==> src/rtl/seq_divider_pkg.sv <==
// Shared types for the iterative divider: FSM state encoding and counter sizing.
package seq_divider_pkg;

  typedef enum logic [1:0] {
    ST_IDLE = 2'd0,
    ST_CALC = 2'd1,
    ST_FIX  = 2'd2
  } div_state_e;

  // Bit counter must hold WIDTH-1; at least one bit for the WIDTH=2 corner.
  function automatic int cnt_width(input int width);
    return (width <= 2) ? 1 : $clog2(width);
  endfunction

endpackage

==> src/rtl/seq_divider_if.sv <==
// Start/done bus between an issuing controller (master) and the divider (slave).
// Handshake: start is taken on a rising edge only while ready=1; done pulses for one
// cycle when results are valid, and ready is already 1 in that cycle (back-to-back issue).
interface seq_divider_if #(
  parameter int WIDTH = 8
);
  logic             start;
  logic [WIDTH-1:0] dividend;
  logic [WIDTH-1:0] divisor;
  logic             ready;
  logic             done;
  logic [WIDTH-1:0] quotient;
  logic [WIDTH-1:0] remainder;
  logic             div_by_zero;
  logic             overflow;

  modport master (
    output start, dividend, divisor,
    input  ready, done, quotient, remainder, div_by_zero, overflow
  );

  modport slave (
    input  start, dividend, divisor,
    output ready, done, quotient, remainder, div_by_zero, overflow
  );
endinterface

==> src/rtl/seq_divider_div_step.sv <==
// One restoring-division iteration: shift in a dividend bit, subtract divisor if it fits.
module div_step #(
  parameter int WIDTH = 8
) (
  input  logic [WIDTH-1:0] rem_in,
  input  logic             next_bit,
  input  logic [WIDTH-1:0] divisor,
  output logic [WIDTH-1:0] rem_out,
  output logic             q_bit
);
  logic [WIDTH:0] shifted;
  logic [WIDTH:0] diff;

  // One extra bit keeps the carry of the shift visible to the compare.
  assign shifted = {rem_in, next_bit};
  assign diff    = shifted - {1'b0, divisor};
  assign q_bit   = (shifted >= {1'b0, divisor});
  assign rem_out = q_bit ? diff[WIDTH-1:0] : shifted[WIDTH-1:0];
endmodule

==> src/rtl/seq_divider.sv <==
// Radix-2 restoring divider, one quotient bit per cycle, signed or unsigned operands,
// with divide-by-zero and MIN/-1 overflow flags; results hold until the next operation.
module seq_divider
  import seq_divider_pkg::*;
#(
  parameter int WIDTH       = 8,
  parameter int SIGNED_MODE = 1
) (
  input  logic            clk,
  input  logic            rst_n,
  seq_divider_if.slave    bus,
  output div_state_e      dbg_state
);
  localparam int CW = cnt_width(WIDTH);

  div_state_e       state, state_nxt;
  logic [CW-1:0]    cnt;
  logic [WIDTH-1:0] dq;       // dividend bits shift out at the top, quotient bits in at the bottom
  logic [WIDTH-1:0] dsr;      // |divisor|
  logic [WIDTH-1:0] rem;
  logic             a_neg, b_neg;
  logic             fix_done;
  logic             done_r;
  logic [WIDTH-1:0] q_res, r_res;
  logic             dz_res, ov_res;

  logic             accept;
  logic             ready_c;
  logic [WIDTH-1:0] step_rem;
  logic             step_q;
  logic             a_sign_in, b_sign_in;

  assign a_sign_in = (SIGNED_MODE != 0) && bus.dividend[WIDTH-1];
  assign b_sign_in = (SIGNED_MODE != 0) && bus.divisor[WIDTH-1];

  div_step #(.WIDTH(WIDTH)) u_step (
    .rem_in   (rem),
    .next_bit (dq[WIDTH-1]),
    .divisor  (dsr),
    .rem_out  (step_rem),
    .q_bit    (step_q)
  );

  // State register
  always_ff @(posedge clk or negedge rst_n) begin
    if (!rst_n) state <= ST_IDLE;
    else        state <= state_nxt;
  end

  // Next-state logic
  always_comb begin
    state_nxt = state;
    case (state)
      ST_IDLE: if (accept) state_nxt = (bus.divisor == '0) ? ST_FIX : ST_CALC;
      ST_CALC: if (cnt == '0) state_nxt = ST_FIX;
      ST_FIX:  state_nxt = ST_IDLE;
      default: state_nxt = ST_IDLE;
    endcase
  end

  // Output logic; the cycle between FIX and done still counts as busy.
  always_comb begin
    ready_c = (state == ST_IDLE) && !fix_done;
    accept  = ready_c && bus.start;
  end

  always_ff @(posedge clk or negedge rst_n) begin
    if (!rst_n) begin
      cnt      <= '0;
      dq       <= '0;
      dsr      <= '0;
      rem      <= '0;
      a_neg    <= 1'b0;
      b_neg    <= 1'b0;
      fix_done <= 1'b0;
      done_r   <= 1'b0;
      q_res    <= '0;
      r_res    <= '0;
      dz_res   <= 1'b0;
      ov_res   <= 1'b0;
    end else begin
      fix_done <= (state == ST_FIX);
      done_r   <= fix_done;
      case (state)
        ST_IDLE: if (accept) begin
          a_neg <= a_sign_in;
          b_neg <= b_sign_in;
          dq    <= a_sign_in ? -bus.dividend : bus.dividend;
          dsr   <= b_sign_in ? -bus.divisor  : bus.divisor;
          rem   <= '0;
          cnt   <= CW'(WIDTH - 1);
        end
        ST_CALC: begin
          rem <= step_rem;
          dq  <= {dq[WIDTH-2:0], step_q};
          cnt <= cnt - 1'b1;
        end
        ST_FIX: begin
          if (dsr == '0) begin
            // CALC was skipped, so dq still holds |dividend|.
            q_res  <= '1;
            r_res  <= a_neg ? -dq : dq;
            dz_res <= 1'b1;
            ov_res <= 1'b0;
          end else begin
            q_res  <= (a_neg ^ b_neg) ? -dq : dq;
            r_res  <= a_neg ? -rem : rem;
            dz_res <= 1'b0;
            // MIN / -1: magnitude quotient is exactly 2^(WIDTH-1) with |divisor| = 1.
            ov_res <= a_neg && b_neg && (dsr == WIDTH'(1)) &&
                      (dq == {1'b1, {(WIDTH-1){1'b0}}});
          end
        end
        default: ;
      endcase
    end
  end

  assign bus.ready       = ready_c;
  assign bus.done        = done_r;
  assign bus.quotient    = q_res;
  assign bus.remainder   = r_res;
  assign bus.div_by_zero = dz_res;
  assign bus.overflow    = ov_res;
  assign dbg_state       = state;
endmodule

==> src/flat_wrapper.sv <==
// flat-port wrapper written by rule: the top's interface ports become plain ports
module seq_divider_flat import seq_divider_pkg::*;
#(
  parameter int WIDTH       = 8,
  parameter int SIGNED_MODE = 1
)
  (clk, rst_n, dbg_state, bus_start, bus_dividend, bus_divisor, bus_ready, bus_done, bus_quotient, bus_remainder, bus_div_by_zero, bus_overflow);
  seq_divider_if #(.WIDTH(WIDTH)) bus_i ();
  input  logic clk;
  input  logic rst_n;
  output div_state_e dbg_state;
  input wire logic [$bits(bus_i.start)-1:0] bus_start;
  input wire logic [$bits(bus_i.dividend)-1:0] bus_dividend;
  input wire logic [$bits(bus_i.divisor)-1:0] bus_divisor;
  output wire logic [$bits(bus_i.ready)-1:0] bus_ready;
  output wire logic [$bits(bus_i.done)-1:0] bus_done;
  output wire logic [$bits(bus_i.quotient)-1:0] bus_quotient;
  output wire logic [$bits(bus_i.remainder)-1:0] bus_remainder;
  output wire logic [$bits(bus_i.div_by_zero)-1:0] bus_div_by_zero;
  output wire logic [$bits(bus_i.overflow)-1:0] bus_overflow;
  assign bus_i.start = bus_start;
  assign bus_i.dividend = bus_dividend;
  assign bus_i.divisor = bus_divisor;
  assign bus_ready = bus_i.ready;
  assign bus_done = bus_i.done;
  assign bus_quotient = bus_i.quotient;
  assign bus_remainder = bus_i.remainder;
  assign bus_div_by_zero = bus_i.div_by_zero;
  assign bus_overflow = bus_i.overflow;
  seq_divider #(.WIDTH(WIDTH), .SIGNED_MODE(SIGNED_MODE)) u_core (.clk(clk), .rst_n(rst_n), .bus(bus_i), .dbg_state(dbg_state));
endmodule
==> config.mk <==
export PLATFORM = sky130hd
export DESIGN_NAME = seq_divider_flat
export DESIGN_NICKNAME = d
export VERILOG_FILES = /design/src/rtl/seq_divider_pkg.sv /design/src/rtl/seq_divider_if.sv /design/src/rtl/seq_divider_div_step.sv /design/src/rtl/seq_divider.sv /design/src/flat_wrapper.sv
export SDC_FILE = /design/constraint.sdc
export NUM_CORES = 1
export LEC_CHECK = 0
export CAP_MARGIN = 20
export CORE_UTILIZATION = 47
export DETAILED_ROUTE_END_ITERATION = 8
export PLACE_DENSITY_LB_ADDON = 0.05
export SETUP_SLACK_MARGIN = 0.3
export SYNTH_ARGS = -nofsm -noshare
export SYNTH_HDL_FRONTEND = slang
export SYNTH_SLANG_ARGS = --single-unit
==> constraint.sdc <==
create_clock -name clk -period 3 [get_ports clk]
set_clock_uncertainty 0.15 [all_clocks]
set_input_delay 0.3 -clock clk [delete_from_list [all_inputs] [get_ports clk]]
set_output_delay 0.3 -clock clk [all_outputs]
set_load 0.01 [all_outputs]
-- Word level (Yosys, flattened, before mapping)
Index checks and enable logic that the tools add are counted.
- flip-flop bits (word level): 51
- bits of input ports: 19
- output and inout bits: 22
- add/sub/neg operators: 6
- $lt $le $gt $ge: 1
- equality and inequality tests: 6
- muxes and demuxes: 20
- bitwise operators: 1
- reductions and logical operators: 14
- operator list (operator ; count):
    $mux 8 ; 10
    $neg 8->8 ; 4
    $pmux 8 s2 ; 2
    $logic_not 8->1 ; 2
    $ge 9x8->1 ; 1
    $eq 8x1->1 const B ; 1
    $eq 8x8->1 const B ; 1
    $sub 8x8->8 ; 1
    $mux 2 ; 3
    $pmux 3 s2 ; 1
    $reduce_and 2->1 ; 3
    $logic_and 1x1->1 ; 5
    $ne 2x1->1 const B ; 2
    $pmux 2 s2 ; 1
    $logic_not 3->1 ; 1
    $mux 3 ; 1
    $sub 3x1->3 const B ; 1
    $eq 2x1->1 const B ; 1
    $eq 2x2->1 const B ; 1
    $logic_not 2->1 ; 1
    $mux 1 ; 2
    $reduce_bool 2->1 ; 1
    $logic_not 1->1 ; 1
    $xor 1x1->1 ; 1

-- Depth between registers and ports, before layout
Gate-level depths: netlist of the first run.
- depth after elaboration: 5
- mapped depth: 10
- mapped depth without buffers: 10

-- Cells and area by module
Synthesis of the first run repeated with hierarchy kept, for this count alone.
- cells, all modules: 379
- area total of the unflattened synthesis: 3330.7 sq um
- by module, submodules not included (module ; times used ; cells an instance ; area an instance (sq um)):
    seq_divider ; 1 ; 310 ; 2810.2
    div_step ; 1 ; 69 ; 520.5

-- Least setup slack after synthesis of the first run
No wires, ideal clock.
- kind: flip-flop to flip-flop
- start point: register u_core.rem[2]
- end point: register u_core.rem[0]
- library setup time: 0.076 ns
- arrival: 2.007 ns
- setup slack: 0.767 ns
- stages on the path, launching flop included: 9
- buffers on the path: 1
- clock period less this slack: 2.233 ns
- cells stage by stage: dfrtp_1 ha_1 a21o_1 a21oi_1 a31oi_1 o32ai_1 buf_2 mux2_2 o21ai_1
- cells in the longest elaborated chain, start to end: 3
- RTL lines (element ; line ; source):
    from (decl) ; seq_divider.sv:20 ; logic [WIDTH-1:0] rem;
    from (signal assigned) ; seq_divider.sv:94 ; rem <= step_rem;
    $ge 9x8->1 ; seq_divider_div_step.sv:17 ; assign q_bit = (shifted >= {1'b0, divisor});
    $mux 8 ; seq_divider_div_step.sv:18 ; assign rem_out = q_bit ? diff[WIDTH-1:0] : shifted[WIDTH-1:0];
    $pmux 8 s2 ; seq_divider.sv:84 ; case (state)
Every way passes these cells.
A chain may end at the register's enable or synchronous reset.

-- Worst setup path after layout of the first run
Ends and elaborated chain as after synthesis.

==> out/metrics.csv, run 1 <==
metric,value,unit
dieArea,7080,um^2
clockBufferDepth,2,
portBuffers,40,
rr_endpoint,u_core.rem[0],
reg2reg_slack,0.61,ns
power_density,1160,nW/um^2
synth_edf_count,0,
die_y,84.1,um
p_int,2420,uW
drt_iter0_markers,172,
hold_violations,0,
core.rowCount,29,
ys_ff_latch,51,
cpPeakStageDelay,0.48,ns
grt-ovfl-total,0,
synth_cell_types,52,
yosysSeqAreaShare,40.3,%
start_kind,register,
slowest_stage,dfrtp_1,
cts_buffers,5,
worst_pin_slew,0.590,ns
synth_area,3170,um^2
cts_tree,yes,
yosys_warnings,0,
via_per_inst,5.40,
p_comb_share,59.1,%
diodes,0,
antenna_left,0,
hp-class,reg -> reg,
grt_setup_unrepaired,no,
wire_per_inst,15.0,um
start_util,49.3,%
power.static_leakage,0.00166,uW
drc,0,
required,3.09,ns
die_w,84.1,um
via_count,2501,
core,6420,um^2
grt_max_degree,34,
regToRegStartpoint,u_core.rem[2],
clk-insertion-delay-late,0.31,ns
setup_viol,0,
syn_nets,382,
root_buffer,clkbuf_8,
relSlewSlack,60.5,%
crit_fanout,10,
p_clk_share,9.4,%
dr.pass1.iters,4,
path_cells,ha_1 -> a21o_1 -> a21oi_1 -> a31oi_1 -> o32ai_1 -> buf_4 -> mux2_2 -> o21ai_1,
netlist_instances,347,
drv_slew,0,
totalWireLength,6.93,mm
syn2layout_area_growth,17.6,%
grt_pass1_vias,2243,
ios,41,
grt_pass1_wl,11.3,mm
antenna_found_initial,0,
nets,420,
status,"complete, no violations",
setup-tns-final,0,ns
timing.fmax,418,MHz
power_frac_seq,31.5,%
netSwitchingFraction,44.0,%
r2r_cells,8,
cap_violations,0,
grt.total_usage,20.3,%
path_clk_slew,0.10,ns
arrival,2.48,ns
critical_path_class,reg -> reg,
dp_hpwl,5.18,mm
gp_congestion,0.862,
setup.worst_path.start,u_core.rem[2],
synth_ff_type,dfrtp_1,
cp-end-kind,register,
power.switching,1900,uW
asyncSetResetFlopFracSynth,100,%
layout_worst_path_cycle_share,79.8,%
holdWs,0.277,ns
post_cts_buffers,0,
htree_levels,2,
period_minus_slack,2.39,ns
drive_gt1_share,6.22,%
ir_drop,0.617,mV
synth.avg_cell_area,9.13,um^2
clock-sinks,51,
crit_end,u_core.rem[0],
## cells in the final DEF (no fill, tap or decap), types with 7 or more instances in the layout
master           count
ha_1                15
xnor2_1             15
nand2_1             59
mux2i_1             11
o31ai_1              7
nor2_1              13
dfrtp_1             51
inv_1               22
clkdlybuf4s50_1     39
buf_4                8
o21ai_0             31
xor2_1              17
nand3_1              7
## synthesized netlist by cell type (3+ instances only)
| cell type | count | area share, % |
|---|---|---|
| nand2_1 | 59 | 7.0 |
| dfrtp_1 | 51 | 40 |
| o21ai_0 | 31 | 4.9 |
| inv_1 | 22 | 2.6 |
| xor2_1 | 17 | 4.7 |
| ha_1 | 15 | 5.9 |
| xnor2_1 | 15 | 4.1 |
| nor2_1 | 13 | 1.5 |
| clkbuf_1 | 12 | 1.4 |
| mux2i_1 | 11 | 3.5 |
| nand3_1 | 7 | 1.1 |
| o31ai_1 | 7 | 1.7 |
| o21ai_1 | 6 | 0.95 |
| o22a_1 | 6 | 1.7 |
| a21oi_1 | 5 | 0.79 |
| a22oi_1 | 5 | 1.2 |
| nand2b_1 | 5 | 0.99 |
| or3_1 | 5 | 0.99 |
| nor2b_1 | 4 | 0.79 |
| nor3_1 | 4 | 0.63 |
| o221ai_1 | 4 | 1.1 |
| and3_1 | 3 | 0.59 |
| nor4_1 | 3 | 0.59 |
## kinds of logic after synthesis
kind of cell	Yosys count	synth area share, %
AOI/OAI and AO/OA	81	17.2
and+or+nand+nor	114	17.1
DFF	51	40.3
buffers and inverters	40	5.53
xor gates and xnor gates	32	8.84
adders and majority gates	16	6.55
muxes	13	4.54
## worst min path at each step
stage / from / to / slack, ns / depth (start not counted)
floorplan: rst_n / u_core.a_neg / -0.15 / 0
global placement: rst_n / u_core.bus.quotient[0] / 0.11 / 1
detailed placement: rst_n / u_core.bus.quotient[0] / 0.11 / 1
CTS: u_core.fix_done / u_core.bus.done / 0.27 / 0
global route: u_core.fix_done / u_core.bus.done / 0.28 / 0
finish: u_core.fix_done / u_core.bus.done / 0.28 / 0
## area by class of cell
cell class              count  area (um^2)
clock buffers               5         68.8
clock inverters             3         18.8
fillers                   605         2700
inverters                  22         82.6
multi-input cells         256         1720
flip-flops and latches     51         1280
well taps                  77         96.3
repair buffers             49          465
## critical path, delay by kind of cell (launching register included)
family | cells | cell delay, ns
mux | 1 | 0.35
buf+inv | 1 | 0.25
flops | 1 | 0.48
compound gates | 5 | 0.70
fa+ha+maj | 1 | 0.39
## metal layers
layer | vias up | GRT usage [%] | share of wire, %
li1 | 1285 | - | -
met1 | 1159 | 31.3 | 51
met2 | 51 | 29.7 | 44
met3 | 6 | 3.36 | 3.7
met4 | 0 | 5.17 | 0.94
met5 | - | 0 | 0
## what timing repair did
item,CTS,global route
endpoints found under the hold margin,18,0
hold buffers,1,0
resized for setup,0,0
## metrics by stage
stage	util [%]	instance area (um^2)	setup WS, ns	instances	power [uW]
finish	58.0	3730	0.606	463	4320
global route	58.0	3730	0.469	463	4700
CTS	58.0	3730	0.621	463	4360
detailed placement	56.5	3630	0.644	454	3940
global placement	56.5	3630	0.687	454	3920
floorplan	-	3170	0.767	347	3180
## power groups by stage
stage / Clock (uW) / Sequential, uW / Combinational, uW
after floorplan: 0 / 1300 / 1880
after global routing: 443 / 1410 / 2850
after global placement: 0 / 1370 / 2550
after detailed placement: 0 / 1370 / 2570
final: 408 / 1360 / 2550
after CTS: 419 / 1360 / 2580
## sequential cells by signal (all words and copies together), names as in the netlist
| register | cells |
|---|---|
| u_core.a_neg | 1 |
| u_core.b_neg | 1 |
| u_core.bus.div_by_zero | 1 |
| u_core.bus.done | 1 |
| u_core.bus.overflow | 1 |
| u_core.bus.quotient | 8 |
| u_core.bus.remainder | 8 |
| u_core.cnt | 3 |
| u_core.dbg_state | 2 |
| u_core.dq | 8 |
| u_core.dsr | 8 |
| u_core.fix_done | 1 |
| u_core.rem | 8 |
Power figures use the tool's default switching activity.
==> inputs of run 2 (changes only) <==
==> constraint.sdc (replaced) <==
create_clock -name clk -period 1.9 [get_ports clk]
set_clock_uncertainty 0.15 [all_clocks]
set_input_delay 0.19 -clock clk [delete_from_list [all_inputs] [get_ports clk]]
set_output_delay 0.19 -clock clk [all_outputs]
set_load 0.01 [all_outputs]
==> out/metrics.csv, run 2 (synthesis results as in run 1) <==
metric,value,unit,change
status,"complete, but fails checks",,"was complete, no violations"
violations,"DRC, setup timing",,
layout_commonest_cell,buf_4,,was nand2_1
totalWireLength,8.15,mm,was 6.93 mm
crit_fanout,5,,was 10
r2r_cells,8,,unchanged
die_y,84.1,um,unchanged
final_cell_mix,"buf_4 (62), nand2_1 (50), dfrtp_1 (45)",,"was nand2_1 (59), dfrtp_1 (51), clkdlybuf4s50_1 (39)"
gp_congestion,0.893,,was 0.862
hp-class,in -> async,,was reg -> reg
wire_per_inst,15.4,um,was 15.0 um
htree_levels,2,,unchanged
portBuffers,40,,unchanged
grt_max_degree,25,,was 34
via_per_inst,5.43,,was 5.40
required,1.99,ns,was 3.09 ns
fillers,518,,was 605
nets,487,,was 420
power,8850,uW,was 4320 uW
topRoutingLayerUsed,met4,,unchanged
drt_iter0_markers,159,,was 172
critical_path_class,reg -> reg,,unchanged
cts_buffers,5,,unchanged
cts_tree,yes,,unchanged
wl_met3,424,um,was 255 um
ios,41,,unchanged
relSlewSlack,65.8,%,was 60.5%
drc,5,,was 0
power.static_leakage,0.00208,uW,was 0.00166 uW
final.setup.worst_slack,-0.194,ns,was 0.606 ns
dp_hpwl,5.98,mm,was 5.18 mm
arrival,2.18,ns,was 2.48 ns
grt-ovfl-total,0,,unchanged
setup_viol,18,,was 0
cap_violations,0,,unchanged
antenna_found_initial,0,,unchanged
clk-insertion-delay-late,0.31,ns,about the same
postLayoutCoreUtil,72.0,%,was 58.0%
clockBufferDepth,2,,unchanged
rr_endpoint,u_core.rem[0],,unchanged
grt_pass1_wl,13.6,mm,was 11.3 mm
path_clk_slew,0.10,ns,about the same
reg2reg_slack,-0.19,ns,was 0.61 ns
regToRegStartpoint,u_core.rem[2],,unchanged
drv_slew,0,,unchanged
dr.pass1.iters,6,,was 4
power_density,1910,nW/um^2,was 1160 nW/um^2
via_count,2876,,was 2501
clock-sinks,51,,unchanged
syn2layout_area_growth,46.0,%,was 17.6%
ir_drop,1.14,mV,was 0.617 mV
grt.total_usage,24.2,%,was 20.3%
period_minus_slack,2.09,ns,was 2.39 ns
timing.fmax,478,MHz,was 418 MHz
worst_pin_slew,0.513,ns,was 0.590 ns
die_w,84.1,um,unchanged
root_buffer,clkbuf_8,,unchanged
dieArea,7080,um^2,unchanged
grt_setup_unrepaired,yes,,was no
core,6420,um^2,unchanged
route.met2.wl,3.98,mm,was 3.04 mm
hold_violations,0,,unchanged
diodes,0,,unchanged
start_util,49.3,%,unchanged
cp-end-kind,register,,unchanged
antenna_left,0,,unchanged
grt_pass1_vias,2790,,was 2243
start_kind,register,,unchanged
layout_worst_path_cycle_share,110,%,was 79.8%
drive_gt1_share,34.0,%,was 6.22%
core.rowCount,29,,unchanged
wl_met1,3.68,mm,was 3.56 mm
run 2: final cells by class:
type | instances | area [um^2] | area share (%)
timing repair buffer | 116 | 1020 | 22.0
sequential | 51 | 1280 | 27.8
tap | 77 | 96.3 | 2.08
clock inverter | 2 | 12.5 | 0.270
multi-input combinational | 256 | 2060 | 44.5
inverter | 22 | 82.6 | 1.79
clock buffer | 6 | 72.6 | 1.57
run 2: critical path, stage by stage (launching register included):
cell and delay [ns]:
dfrtp_2 0.44, ha_4 0.29, and3_4 0.21, o21ai_4 0.06
a31oi_2 0.20, o32ai_2 0.10, buf_4 0.18, mux2_4 0.30
o21ai_2 0.10
run 2: how the worst max path moves through the flow:
stage / start / end / slack (ns) / depth (start not counted)
5_1_grt: u_core.dsr[1] / u_core.rem[0] / -0.28 / 9
3_3_place_gp: u_core.dsr[3] / u_core.rem[0] / -0.16 / 9
3_5_place_dp: u_core.dsr[7] / u_core.rem[7] / -0.21 / 6
6_report: u_core.rem[2] / u_core.rem[0] / -0.19 / 8
4_1_cts: u_core.rem[3] / u_core.rem[0] / -0.16 / 8
2_1_floorplan: u_core.dq[7] / u_core.rem[6] / -0.11 / 10
run 2: stage by stage:
step	area [um^2]	hold WS, ns	cells	setup WS (ns)	setup TNS [ns]
6_report	4630	0.227	530	-0.194	-1.66
5_1_grt	4630	0.271	530	-0.283	-3.54
4_1_cts	4410	0.235	523	-0.162	-1.23
3_5_place_dp	4160	0.0416	505	-0.212	-1.92
3_3_place_gp	4160	0.0395	505	-0.163	-1.77
2_1_floorplan	3310	-0.256	347	-0.111	-0.399
run 2: repair_timing:
item | in CTS | in global routing
setup endpoints to repair | 35 | 36
gates cloned | 2 | 0
gates resized for setup | 33 | 54
pin swaps | 14 | 15
setup buffers | 7 | 7
hold buffers | 1 | 0
endpoints found under the hold margin | 17 | 0
run 2: power by group:
part	internal, uW	switching, uW	total (uW)
combinational	3240	2970	6210
clock	259	383	641
sequential	1600	407	2010
run 2: layer usage:
metal	track usage, %	vias to the layer above
met5	0	-
met4	5.96	0
met3	3.86	6
met2	40.6	73
met1	33.0	1374
li1	-	1423
